[src/rtl/scan_pkg.sv]
// Shared types and constants for the scan chain sequencer.
// Optional feature macro used across this slice: SCAN_CTRL_PARITY_EN.
package scan_pkg;

    // Sequencer phases: accept a command, shift the pattern in, clock the
    // chain functionally, shift the result out, hand the result back.
    typedef enum logic [2:0] {
        IDLE   = 3'd0,
        LOAD   = 3'd1,
        RUN    = 3'd2,
        UNLOAD = 3'd3,
        RESP   = 3'd4
    } scan_ctrl_state_t;

    // Default geometry of the attached chain and of the run-count field.
    localparam int SCAN_CHAIN_LEN = 8;
    localparam int SCAN_RUN_W     = 8;

    // Width of a counter that must hold the values 0..chain_len.
    function automatic int scan_cnt_w(input int chain_len);
        return $clog2(chain_len + 1);
    endfunction

    // Bit counter width for the default chain.
    localparam int SCAN_BIT_CNT_W = $clog2(SCAN_CHAIN_LEN + 1);

    // Functional shift direction as presented on the chain's shift pin.
    localparam logic DIR_LEFT  = 1'b1;  // left, zero fill
    localparam logic DIR_RIGHT = 1'b0;  // right, one fill

endpackage : scan_pkg

[src/rtl/scan_ctrl_if.sv]
// Command/response bus between the test/config master and scan_ctrl.
// With SCAN_CTRL_PARITY_EN defined the response also carries rsp_parity.
interface scan_ctrl_if #(
    parameter int CHAIN_LEN = scan_pkg::SCAN_CHAIN_LEN,
    parameter int RUN_W     = scan_pkg::SCAN_RUN_W
);

    // Command channel: pattern, functional cycle count, run direction.
    logic                 cmd_valid;
    logic                 cmd_ready;
    logic [CHAIN_LEN-1:0] cmd_data;
    logic [RUN_W-1:0]     cmd_run;
    logic                 cmd_dir;

    // Response channel: chain contents after the run.
    logic                 rsp_valid;
    logic                 rsp_ready;
    logic [CHAIN_LEN-1:0] rsp_data;
`ifdef SCAN_CTRL_PARITY_EN
    logic                 rsp_parity;
`endif

    // The test/config master issues commands and consumes responses.
    modport master (
        output cmd_valid, cmd_data, cmd_run, cmd_dir, rsp_ready,
        input  cmd_ready, rsp_valid, rsp_data
`ifdef SCAN_CTRL_PARITY_EN
        , input rsp_parity
`endif
    );

    // The sequencer accepts commands and produces responses.
    modport slave (
        input  cmd_valid, cmd_data, cmd_run, cmd_dir, rsp_ready,
        output cmd_ready, rsp_valid, rsp_data
`ifdef SCAN_CTRL_PARITY_EN
        , output rsp_parity
`endif
    );

endinterface : scan_ctrl_if

[src/rtl/scan_ctrl_shifter.sv]
// Serial datapath of the sequencer: a parallel-load/serial-out register that
// feeds the chain's scan_in, a serial-in/parallel-out register that collects
// the chain's scan_out, and the shared bit counter that sizes both phases.
// With SCAN_CTRL_PARITY_EN defined a running parity of the captured bits is kept.
module scan_ctrl_shifter
    import scan_pkg::*;
#(
    parameter int CHAIN_LEN = SCAN_CHAIN_LEN
) (
    input  logic                 clk,
    input  logic                 reset,
    input  logic                 load_i,       // parallel load of a new pattern
    input  logic                 shift_out_i,  // one serial bit towards the chain
    input  logic                 capture_i,    // one serial bit from the chain
    input  logic [CHAIN_LEN-1:0] pdata_i,
    input  logic                 sin_i,
    output logic                 sout_o,
    output logic [CHAIN_LEN-1:0] cap_data_o,
    output logic                 last_o        // final bit of a LOAD/UNLOAD phase
`ifdef SCAN_CTRL_PARITY_EN
    ,
    output logic                 parity_o
`endif
);

    localparam int CNT_W = scan_cnt_w(CHAIN_LEN);

    logic [CHAIN_LEN-1:0] ld_q, ld_d;
    logic [CHAIN_LEN-1:0] cap_q, cap_d;
    logic [CNT_W-1:0]     cnt_q, cnt_d;

    assign last_o     = (cnt_q == CNT_W'(CHAIN_LEN - 1));
    assign sout_o     = ld_q[CHAIN_LEN-1];
    assign cap_data_o = cap_q;

    // Next-state of the load shifter, capture shifter and bit counter.
    always_comb begin
        // NOTE: every signal gets a default before any branch so no path
        // leaves it unassigned, which would otherwise infer a latch.
        ld_d  = ld_q;
        cap_d = cap_q;
        cnt_d = cnt_q;
        if (load_i) begin
            ld_d = pdata_i;
        end else if (shift_out_i) begin
            ld_d = {ld_q[CHAIN_LEN-2:0], 1'b0};
        end
        if (capture_i) begin
            cap_d = {cap_q[CHAIN_LEN-2:0], sin_i};
        end
        if (shift_out_i || capture_i) begin
            // Each phase is exactly CHAIN_LEN bits, so wrapping on the last
            // bit leaves the counter at 0 for the next phase.
            cnt_d = last_o ? '0 : cnt_q + CNT_W'(1);
        end
    end

    // Datapath registers, cleared by the shared chain reset.
    always_ff @(posedge clk or negedge reset) begin
        // NOTE: sequential state is updated with non-blocking assignments so
        // every flop samples the pre-edge values of its inputs.
        if (!reset) begin
            ld_q  <= '0;
            cap_q <= '0;
            cnt_q <= '0;
        end else begin
            ld_q  <= ld_d;
            cap_q <= cap_d;
            cnt_q <= cnt_d;
        end
    end

`ifdef SCAN_CTRL_PARITY_EN
    logic par_q, par_d;

    assign parity_o = par_q;

    // Running parity: cleared with each new command, toggled by captured ones.
    always_comb begin
        par_d = par_q;
        if (load_i) begin
            par_d = 1'b0;
        end else if (capture_i) begin
            par_d = par_q ^ sin_i;
        end
    end

    // Parity register.
    always_ff @(posedge clk or negedge reset) begin
        if (!reset) begin
            par_q <= 1'b0;
        end else begin
            par_q <= par_d;
        end
    end
`endif

endmodule : scan_ctrl_shifter

[src/rtl/scan_ctrl.sv]
// Scan chain sequencer: takes a command (pattern, run count, direction),
// serially loads the chain, clocks it functionally, unloads it and returns
// the result. All chain controls are Moore outputs of the current phase.
// Optional feature macro: SCAN_CTRL_PARITY_EN (adds rsp_parity on the bus).
module scan_ctrl
    import scan_pkg::*;
#(
    parameter int CHAIN_LEN = SCAN_CHAIN_LEN,
    parameter int RUN_W     = SCAN_RUN_W
) (
    input  logic       clk,
    input  logic       reset,
    scan_ctrl_if.slave bus,
    output logic       scan_en,
    output logic       scan_in,
    output logic       enable,
    output logic       shift,
    input  logic       scan_out
);

    scan_ctrl_state_t state_q, state_d;

    logic [RUN_W-1:0]     run_q, run_d;
    logic                 dir_q, dir_d;
    logic                 cmd_ready_q;
    logic                 cmd_fire;
    logic                 rsp_valid;
    logic                 sout;
    logic                 last_bit;
    logic [CHAIN_LEN-1:0] cap_data;

    // Commands are only taken in IDLE; cmd_* is ignored everywhere else.
    assign cmd_fire      = bus.cmd_valid && cmd_ready_q;
    assign bus.cmd_ready = cmd_ready_q;
    assign bus.rsp_valid = rsp_valid;
    assign bus.rsp_data  = cap_data;

    scan_ctrl_shifter #(
        .CHAIN_LEN (CHAIN_LEN)
    ) u_shifter (
        .clk         (clk),
        .reset       (reset),
        .load_i      (cmd_fire),
        .shift_out_i (state_q == LOAD),
        .capture_i   (state_q == UNLOAD),
        .pdata_i     (bus.cmd_data),
        .sin_i       (scan_out),
        .sout_o      (sout),
        .cap_data_o  (cap_data),
        .last_o      (last_bit)
`ifdef SCAN_CTRL_PARITY_EN
        ,
        .parity_o    (bus.rsp_parity)
`endif
    );

    // State register plus command fields latched at the handshake.
    always_ff @(posedge clk or negedge reset) begin
        if (!reset) begin
            state_q     <= IDLE;
            run_q       <= '0;
            dir_q       <= 1'b0;
            cmd_ready_q <= 1'b0;
        end else begin
            state_q     <= state_d;
            run_q       <= run_d;
            dir_q       <= dir_d;
            // Ready is held low during reset and follows IDLE afterwards, so
            // it reasserts the cycle after a response handshake.
            cmd_ready_q <= (state_d == IDLE);
        end
    end

    // Phase sequencing and run counter update.
    always_comb begin
        state_d = state_q;
        run_d   = run_q;
        dir_d   = dir_q;
        case (state_q)
            IDLE: begin
                if (cmd_fire) begin
                    run_d   = bus.cmd_run;
                    dir_d   = bus.cmd_dir;
                    state_d = LOAD;
                end
            end
            LOAD: begin
                if (last_bit) begin
                    state_d = (run_q != '0) ? RUN : UNLOAD;
                end
            end
            RUN: begin
                run_d = run_q - RUN_W'(1);
                if (run_q == RUN_W'(1)) begin
                    state_d = UNLOAD;
                end
            end
            UNLOAD: begin
                if (last_bit) begin
                    state_d = RESP;
                end
            end
            RESP: begin
                if (bus.rsp_ready) begin
                    state_d = IDLE;
                end
            end
            default: state_d = IDLE;
        endcase
    end

    // Moore outputs: chain controls and response valid from the current phase.
    always_comb begin
        scan_en   = 1'b0;
        scan_in   = 1'b0;
        enable    = 1'b0;
        shift     = 1'b0;
        rsp_valid = 1'b0;
        case (state_q)
            LOAD: begin
                scan_en = 1'b1;
                scan_in = sout;
            end
            RUN: begin
                enable = 1'b1;
                shift  = (dir_q == DIR_LEFT) ? DIR_LEFT : DIR_RIGHT;
            end
            UNLOAD: begin
                scan_en = 1'b1;
            end
            RESP: begin
                rsp_valid = 1'b1;
            end
            default: ;
        endcase
    end

endmodule : scan_ctrl

[src/flat_wrapper.sv]
// flat-port wrapper written by rule: the top's interface ports become plain ports
module scan_ctrl_flat import scan_pkg::*;
#(
    parameter int CHAIN_LEN = SCAN_CHAIN_LEN,
    parameter int RUN_W     = SCAN_RUN_W
)
  (clk, reset, scan_en, scan_in, enable, shift, scan_out, bus_cmd_valid, bus_cmd_data, bus_cmd_run, bus_cmd_dir, bus_rsp_ready, bus_cmd_ready, bus_rsp_valid, bus_rsp_data);
  scan_ctrl_if #(.CHAIN_LEN(CHAIN_LEN), .RUN_W(RUN_W)) bus_i ();
  input  logic clk;
  input  logic reset;
  output logic scan_en;
  output logic scan_in;
  output logic enable;
  output logic shift;
  input  logic scan_out;
  input wire logic [$bits(bus_i.cmd_valid)-1:0] bus_cmd_valid;
  input wire logic [$bits(bus_i.cmd_data)-1:0] bus_cmd_data;
  input wire logic [$bits(bus_i.cmd_run)-1:0] bus_cmd_run;
  input wire logic [$bits(bus_i.cmd_dir)-1:0] bus_cmd_dir;
  input wire logic [$bits(bus_i.rsp_ready)-1:0] bus_rsp_ready;
  output wire logic [$bits(bus_i.cmd_ready)-1:0] bus_cmd_ready;
  output wire logic [$bits(bus_i.rsp_valid)-1:0] bus_rsp_valid;
  output wire logic [$bits(bus_i.rsp_data)-1:0] bus_rsp_data;
  assign bus_i.cmd_valid = bus_cmd_valid;
  assign bus_i.cmd_data = bus_cmd_data;
  assign bus_i.cmd_run = bus_cmd_run;
  assign bus_i.cmd_dir = bus_cmd_dir;
  assign bus_i.rsp_ready = bus_rsp_ready;
  assign bus_cmd_ready = bus_i.cmd_ready;
  assign bus_rsp_valid = bus_i.rsp_valid;
  assign bus_rsp_data = bus_i.rsp_data;
  scan_ctrl #(.CHAIN_LEN(CHAIN_LEN), .RUN_W(RUN_W)) u_core (.clk(clk), .reset(reset), .bus(bus_i), .scan_en(scan_en), .scan_in(scan_in), .enable(enable), .shift(shift), .scan_out(scan_out));
endmodule
[config.mk]
export PLATFORM = sky130hd
export DESIGN_NAME = scan_ctrl_flat
export DESIGN_NICKNAME = d
export VERILOG_FILES = /design/src/rtl/scan_pkg.sv /design/src/rtl/scan_ctrl_if.sv /design/src/rtl/scan_ctrl_shifter.sv /design/src/rtl/scan_ctrl.sv /design/src/flat_wrapper.sv
export SDC_FILE = /design/constraint.sdc
export NUM_CORES = 1
export LEC_CHECK = 0
export ABC_AREA = 0
export CAP_MARGIN = 40
export CORE_MARGIN = 2
export CORE_UTILIZATION = 40
export CTS_CLUSTER_DIAMETER = 60
export CTS_CLUSTER_SIZE = 30
export DETAILED_ROUTE_END_ITERATION = 7
export GPL_ROUTABILITY_DRIVEN = 0
export PLACE_DENSITY = 0.78
export SYNTH_ARGS = -nofsm -noshare
export SYNTH_HDL_FRONTEND = slang
export SYNTH_SLANG_ARGS = --single-unit
[constraint.sdc]
create_clock -name clk -period 1.7 [get_ports clk]
set_input_delay 0.34 -clock clk [delete_from_list [all_inputs] [get_ports clk]]
set_output_delay 0.34 -clock clk [all_outputs]
set_load 0.1 [all_outputs]
==> results of run 1 <==
## state kept, by name, summed over array words and instances, names as in the netlist
name / cells
u_core.run_q: 8
u_core.bus.cmd_ready: 1
u_core.u_shifter.ld_q: 8
u_core.state_q: 3
u_core.u_shifter.cnt_q: 4
u_core.dir_q: 1
u_core.u_shifter.cap_data_o: 8
## layer usage
layer	global-route usage [%]	wire length, um
met4	6.12	49
met2	29.8	1860
met1	25.1	1580
met5	0	0
met3	3.50	155
## power by group through the flow
| stage | Sequential (mW) | Combinational [mW] | Clock [mW] |
|---|---|---|---|
| 5_1_grt | 1.56 | 3.70 | 0.935 |
| 3_5_place_dp | 1.49 | 3.23 | 0 |
| 4_1_cts | 1.49 | 3.36 | 0.882 |
| 6_report | 1.51 | 3.48 | 0.874 |
| 3_3_place_gp | 1.47 | 3.17 | 0 |
| 2_1_floorplan | 2.14 | 1.35 | 0 |
## cell type report
class                      count  share of cell area, %
sequential                    33                   32.2
tap                           50                   2.43
multi-input combinational    113                   30.9
clock buffer                   5                   2.67
inverter                       6                   1.51
timing repair buffer          64                   27.8
clock inverter                 3                   2.53
## worst paths after layout
kind                            cells past startpoint  slack, ps                 to
worst max-delay path                                4       -140              shift
worst min-delay path                                2        460  u_core.state_q[1]
worst max register to register                      5        -50    u_core.run_q[5]
worst min register to register                      2        490       u_core.dir_q
max in group asynchronous                           2        920  u_core.state_q[0]
min in group clk                                    2        490       u_core.dir_q
## Yosys cell counts (3+ instances only)
master / n
nor2_1: 12
mux2i_1: 7
inv_1: 5
o21ai_0: 11
ha_1: 4
nor3_1: 4
mux2_2: 9
nand2_1: 26
nand3_1: 3
a21oi_1: 4
dfrtp_1: 33
## stage by stage
| stage | hold slack [ps] | instances | setup slack [ps] |
|---|---|---|---|
| 3_5_place_dp | 472 | 257 | -51.3 |
| 4_1_cts | 479 | 271 | -140 |
| 6_report | 462 | 274 | -136 |
| 3_3_place_gp | 465 | 257 | 24.7 |
| 5_1_grt | 496 | 274 | -164 |
| 2_1_floorplan | 44.4 | 157 | -171 |
## kinds of logic after synthesis
logic type | share of synthesized area, %
adder cells (fa/ha/maj) | 3.11
XOR/XNOR | 1.63
flip-flops | 51.3
AO/OA/AOI/OAI | 12.4
buffers and inverters | 3.34
AND/OR/NAND/NOR | 17.6
multiplexers | 10.7
## timing repair
item                       CTS  global route
buffers inserted             6             3
hold buffers                 0             0
setup endpoints to repair    6             9
pin swaps                    2             5
resized for setup            8             9
==> metrics, run 1 <==
wire length per cell=13.3 um; # H-tree levels=2; Post-DP Area=0.00232 mm2; Antenna Violating Nets Remaining=0; footprint of the multi-input gates=795 um2; register area=828 um2; CTS root buf=clkbuf_8; synthesis warning total=0; CP max-delay cell=or3b_4; Tmin final=1840 ps; maximum root-to-sink buffer count=2; critical path required time=1360 ps; worst vdd ir=0.984 mV; Critical Path Source Type=register; crit path buf inv count=2; Worst path max stage delay=450 ps; post-synthesis cell area=0.00161 mm2; DR iter-0 viols=115; CP max FO=3; clock network fraction of total power=14.9%; std cell rows=23; ANT cells=0; first-pass GRT wire length=roughly 6300 um; drc violations=0; syn nets=183; Unique masters post-synth=43; worst-margin pin slew=447 ps; Synth top area share=51.3%; Worst Skew=3.35 ps; EDFF count, synth=0; r2r startpoint=u_core.state_q[2]; total wire length=around 3600 um; core area=between 0.003 and 0.004 mm2; slew margin rel.=69.9%; die extent in y=67.4 um; max-cap violations=0; Design Area, Final=about 0.0026 mm2; failing checks=setup timing; layout cells sized above 1=36.6%; Primary FF master, synth=dfrtp_1; Leak=1.12 nW; unrepaired setup endpoints after global routing=true; final worst-path cycle share=108%; TritonCTS clock tree=yes; vias in the first global route=~1,400; status=complete, but fails checks; P_int=~3.3 mW; DRT Pass-1 Iters=4; IO Port Bufs=35; pwr dens=about 2300 mW/mm2; clock sink total=33; worst hold path class=input pin to async pin; Vias/cell=between 5 and 6; CP top delay family=simple AND/OR/NAND/NOR gates; Seq/Total Area, Yosys=51.3%; Gate Count Post-Synth=157; post-layout util=65.3%; largest net degree at the start of global routing=34; full die area=about 0.0045 mm2; fraction of registers with async set/reset=100%; Area Growth Syn to Fin=60.0%; CP Capture Type=primary output; initial antenna violation count=0; GRT Util Overall=18.5%; Sw Share=44.3%; switching pwr=2.60 mW; Synth Register Bits=33; Final #Nets=249; Starting Density=40.8%; most common cell after layout, fill and taps aside=dfrtp_1; leading area contributor after synthesis=dfrtp_1; I/O Pins=36; Clock transition at path regs=about 70 ps; WP data arrival=1500 ps; combinational share of power=59.3%; Max Freq=approximately 540 MHz; aggregate global routing overflow=0; share of power burned in registers=between 20% and 30%; post-route setup slack=-136 ps; Final Hold Vio Count=0; setup tns final=-311 ps; setup violators final=4; Final Max Tran Viols=0; Clock Latency Late Sink=280 ps; Synth Area per Inst=10.2 um2; Chip Width=67.4 um; Vias=1,428; total power=slightly below 6 mW; Num CTS Buffers=5; commonest cells after routing, fill and taps aside=31 x dfrtp_1, 27 x buf_4, 24 x nand2_1, 21 x clkdlybuf4s50_1, 14 x buf_12; top area cells in the synthesized netlist=dfrtp_1 51%, mux2_2 6.3%, nand2_1 6.1%, mux2i_1 4.4%, o21ai_0 3.4%; crit path from=u_core.state_q[2]; WS Path Type=register to primary output; crit-path cells=or3b_4 > clkinv_8 > and2_4 > buf_12; post-detail-place hpwl=around 2600 um; Fill cells=270
(Power assumes the default switching activity.)
==> run 2, diff against run 1 <==
CORE_MARGIN = unset   (was 2)
PLACE_DENSITY = 0.76   (was 0.78)
SKIP_CTS_REPAIR_TIMING = 1   (was unset)
clock period = 2.04 ns   (was 1.7 ns; I/O delays follow)
==> run 2 against run 1 <==
The flow now finishes without violations. Critical path depth unchanged. Cell count fell by 8.0%. Critical path type unchanged. Total power down 32%. Clock-buffer cell count stayed put. Clock power decreased by 46%. Highest routed layer unchanged.
==> metrics, run 2 (synthesized netlist as in run 1, its figures left out) <==
Tmin final=1980 ps; WP data arrival=1570 ps; total wire length=between 3000 and 4000 um; P_int=2.01 mW; register area=826 um2; Area Growth Syn to Fin=36.5%; Post-DP Area=0.00209 mm2; CP top delay family=simple AND/OR/NAND/NOR gates; TritonCTS clock tree=yes; critical path required time=1630 ps; Num CTS Buffers=5; CP max FO=9; setup violators final=0; Clock transition at path regs=70 ps; Clock Latency Late Sink=~280 ps; worst-margin pin slew=~470 ps; Worst path max stage delay=450 ps; DRT Pass-1 Iters=4; Vias/cell=a little over 5; Design Area, Final=0.00220 mm2; Chip Width=65.4 um; commonest cells after routing, fill and taps aside=33 x dfrtp_1, 26 x nand2_1, 21 x clkdlybuf4s50_1, 18 x buf_4, 12 x nor2_1; aggregate global routing overflow=0; worst hold path class=register to register; WS Path Type=register to primary output; GRT Util Overall=17.6%; Antenna Violating Nets Remaining=0; post-route setup slack=59.5 ps; IO Port Bufs=35; total power=~4.0 mW; DR iter-0 viols=70; vias in the first global route=1,239; unrepaired setup endpoints after global routing=false; switching pwr=a little under 2 mW; Sw Share=about 50%; max-cap violations=0; clock network fraction of total power=11.9%; crit path buf inv count=2; drc violations=0; maximum root-to-sink buffer count=2; share of power burned in registers=a little under a third; pwr dens=1810 mW/mm2; Starting Density=42.7%; initial antenna violation count=0; post-detail-place hpwl=2490 um; footprint of the multi-input gates=between 700 and 800 um2; Critical Path Source Type=register; die extent in y=65.4 um; ANT cells=0; Leak=around 0.96 nW; final worst-path cycle share=97.1%; reg2reg setup slack=190 ps; std cell rows=22; # H-tree levels=2; Worst Skew=2.64 ps; wire length per cell=roughly 13 um; CTS root buf=clkbuf_8; status=completed; core area=0.00377 mm2; most common cell after layout, fill and taps aside=dfrtp_1; clock sink total=33; Max Freq=505 MHz; crit-path cells=or3b_4 > clkinv_4 > and2_4 > buf_12; post-layout util=58.2%; CP max-delay cell=or3b_4; CP Capture Type=primary output; Final Hold Vio Count=0; first-pass GRT wire length=5600 um; Final Max Tran Viols=0; worst vdd ir=0.637 mV; Fill cells=between 300 and 400; largest net degree at the start of global routing=34; combinational share of power=58.1%; layout cells sized above 1=24.0%; I/O Pins=36; slew margin rel.=approximately two thirds; Vias=1,299; setup tns final=0 ps; full die area=about 0.0043 mm2; Place WS=217 ps; Final #Nets=approximately 230
==> run 2: cell types whose count changed in the layout (fill, tap and decap cells not counted), sizes merged <==
cell | previous run | this run
bufinv | 2 | 0
clkinv | 2 | 3
clkinvlp | 1 | 2
buf | 43 | 23
==> run 2: power by group through the flow <==
stage	logic (mW)	clock network (mW)	registers, mW
2_1_floorplan	1.09	0	1.77
3_3_place_gp	2.24	0	1.19
3_5_place_dp	2.28	0	1.20
4_1_cts	2.28	0.486	1.19
5_1_grt	2.48	0.516	1.24
6_report	2.31	0.475	1.19
==> run 2: through the flow <==
| step | hold slack, ps | instances |
|---|---|---|
| 6_report | 499 | 252 |
| 5_1_grt | 522 | 252 |
| 3_5_place_dp | 491 | 242 |
| 3_3_place_gp | 479 | 242 |
| 2_1_floorplan | 112 | 157 |
| 4_1_cts | 505 | 250 |
==> run 2: area by class of cell <==
type	count	share of cell area (%)
inverters	6	1.42
clock inverters	3	0.798
clock buffers	5	3.13
multi-input cells	113	34.0
well taps	48	2.74
repair buffers	44	20.3
flip-flops and latches	33	37.6
==> run 2: final timing paths <==
check	start	end	depth (start not counted)
worst max-delay path	u_core.state_q[2]	shift	4
worst min-delay path	u_core.run_q[6]	u_core.run_q[6]	1
worst max register to register	u_core.run_q[0]	u_core.run_q[6]	6
worst min register to register	u_core.run_q[6]	u_core.run_q[6]	1
max in group asynchronous	reset	u_core.u_shifter.ld_q[5]	2
min in group asynchronous	reset	u_core.u_shifter.ld_q[2]	2
==> run 2: layer usage <==
| layer | routed length, um | track usage, % | vias to the layer above | part of all wire [%] |
|---|---|---|---|---|
| met2 | 1670 | 28.2 | 25 | 50 |
| met4 | 48 | 8.15 | 0 | 1.4 |
| met1 | 1500 | 22.7 | 625 | 45 |
| li1 | - | - | 645 | - |
| met3 | 100 | 3.82 | 4 | 3.0 |
| met5 | 0 | 0 | - | 0 |
==> run 3, diff against run 2 <==
CAP_MARGIN = unset   (was 40)
==> results of run 3 <==
The final DEF is identical to that of run 2; final timing and power are the same.
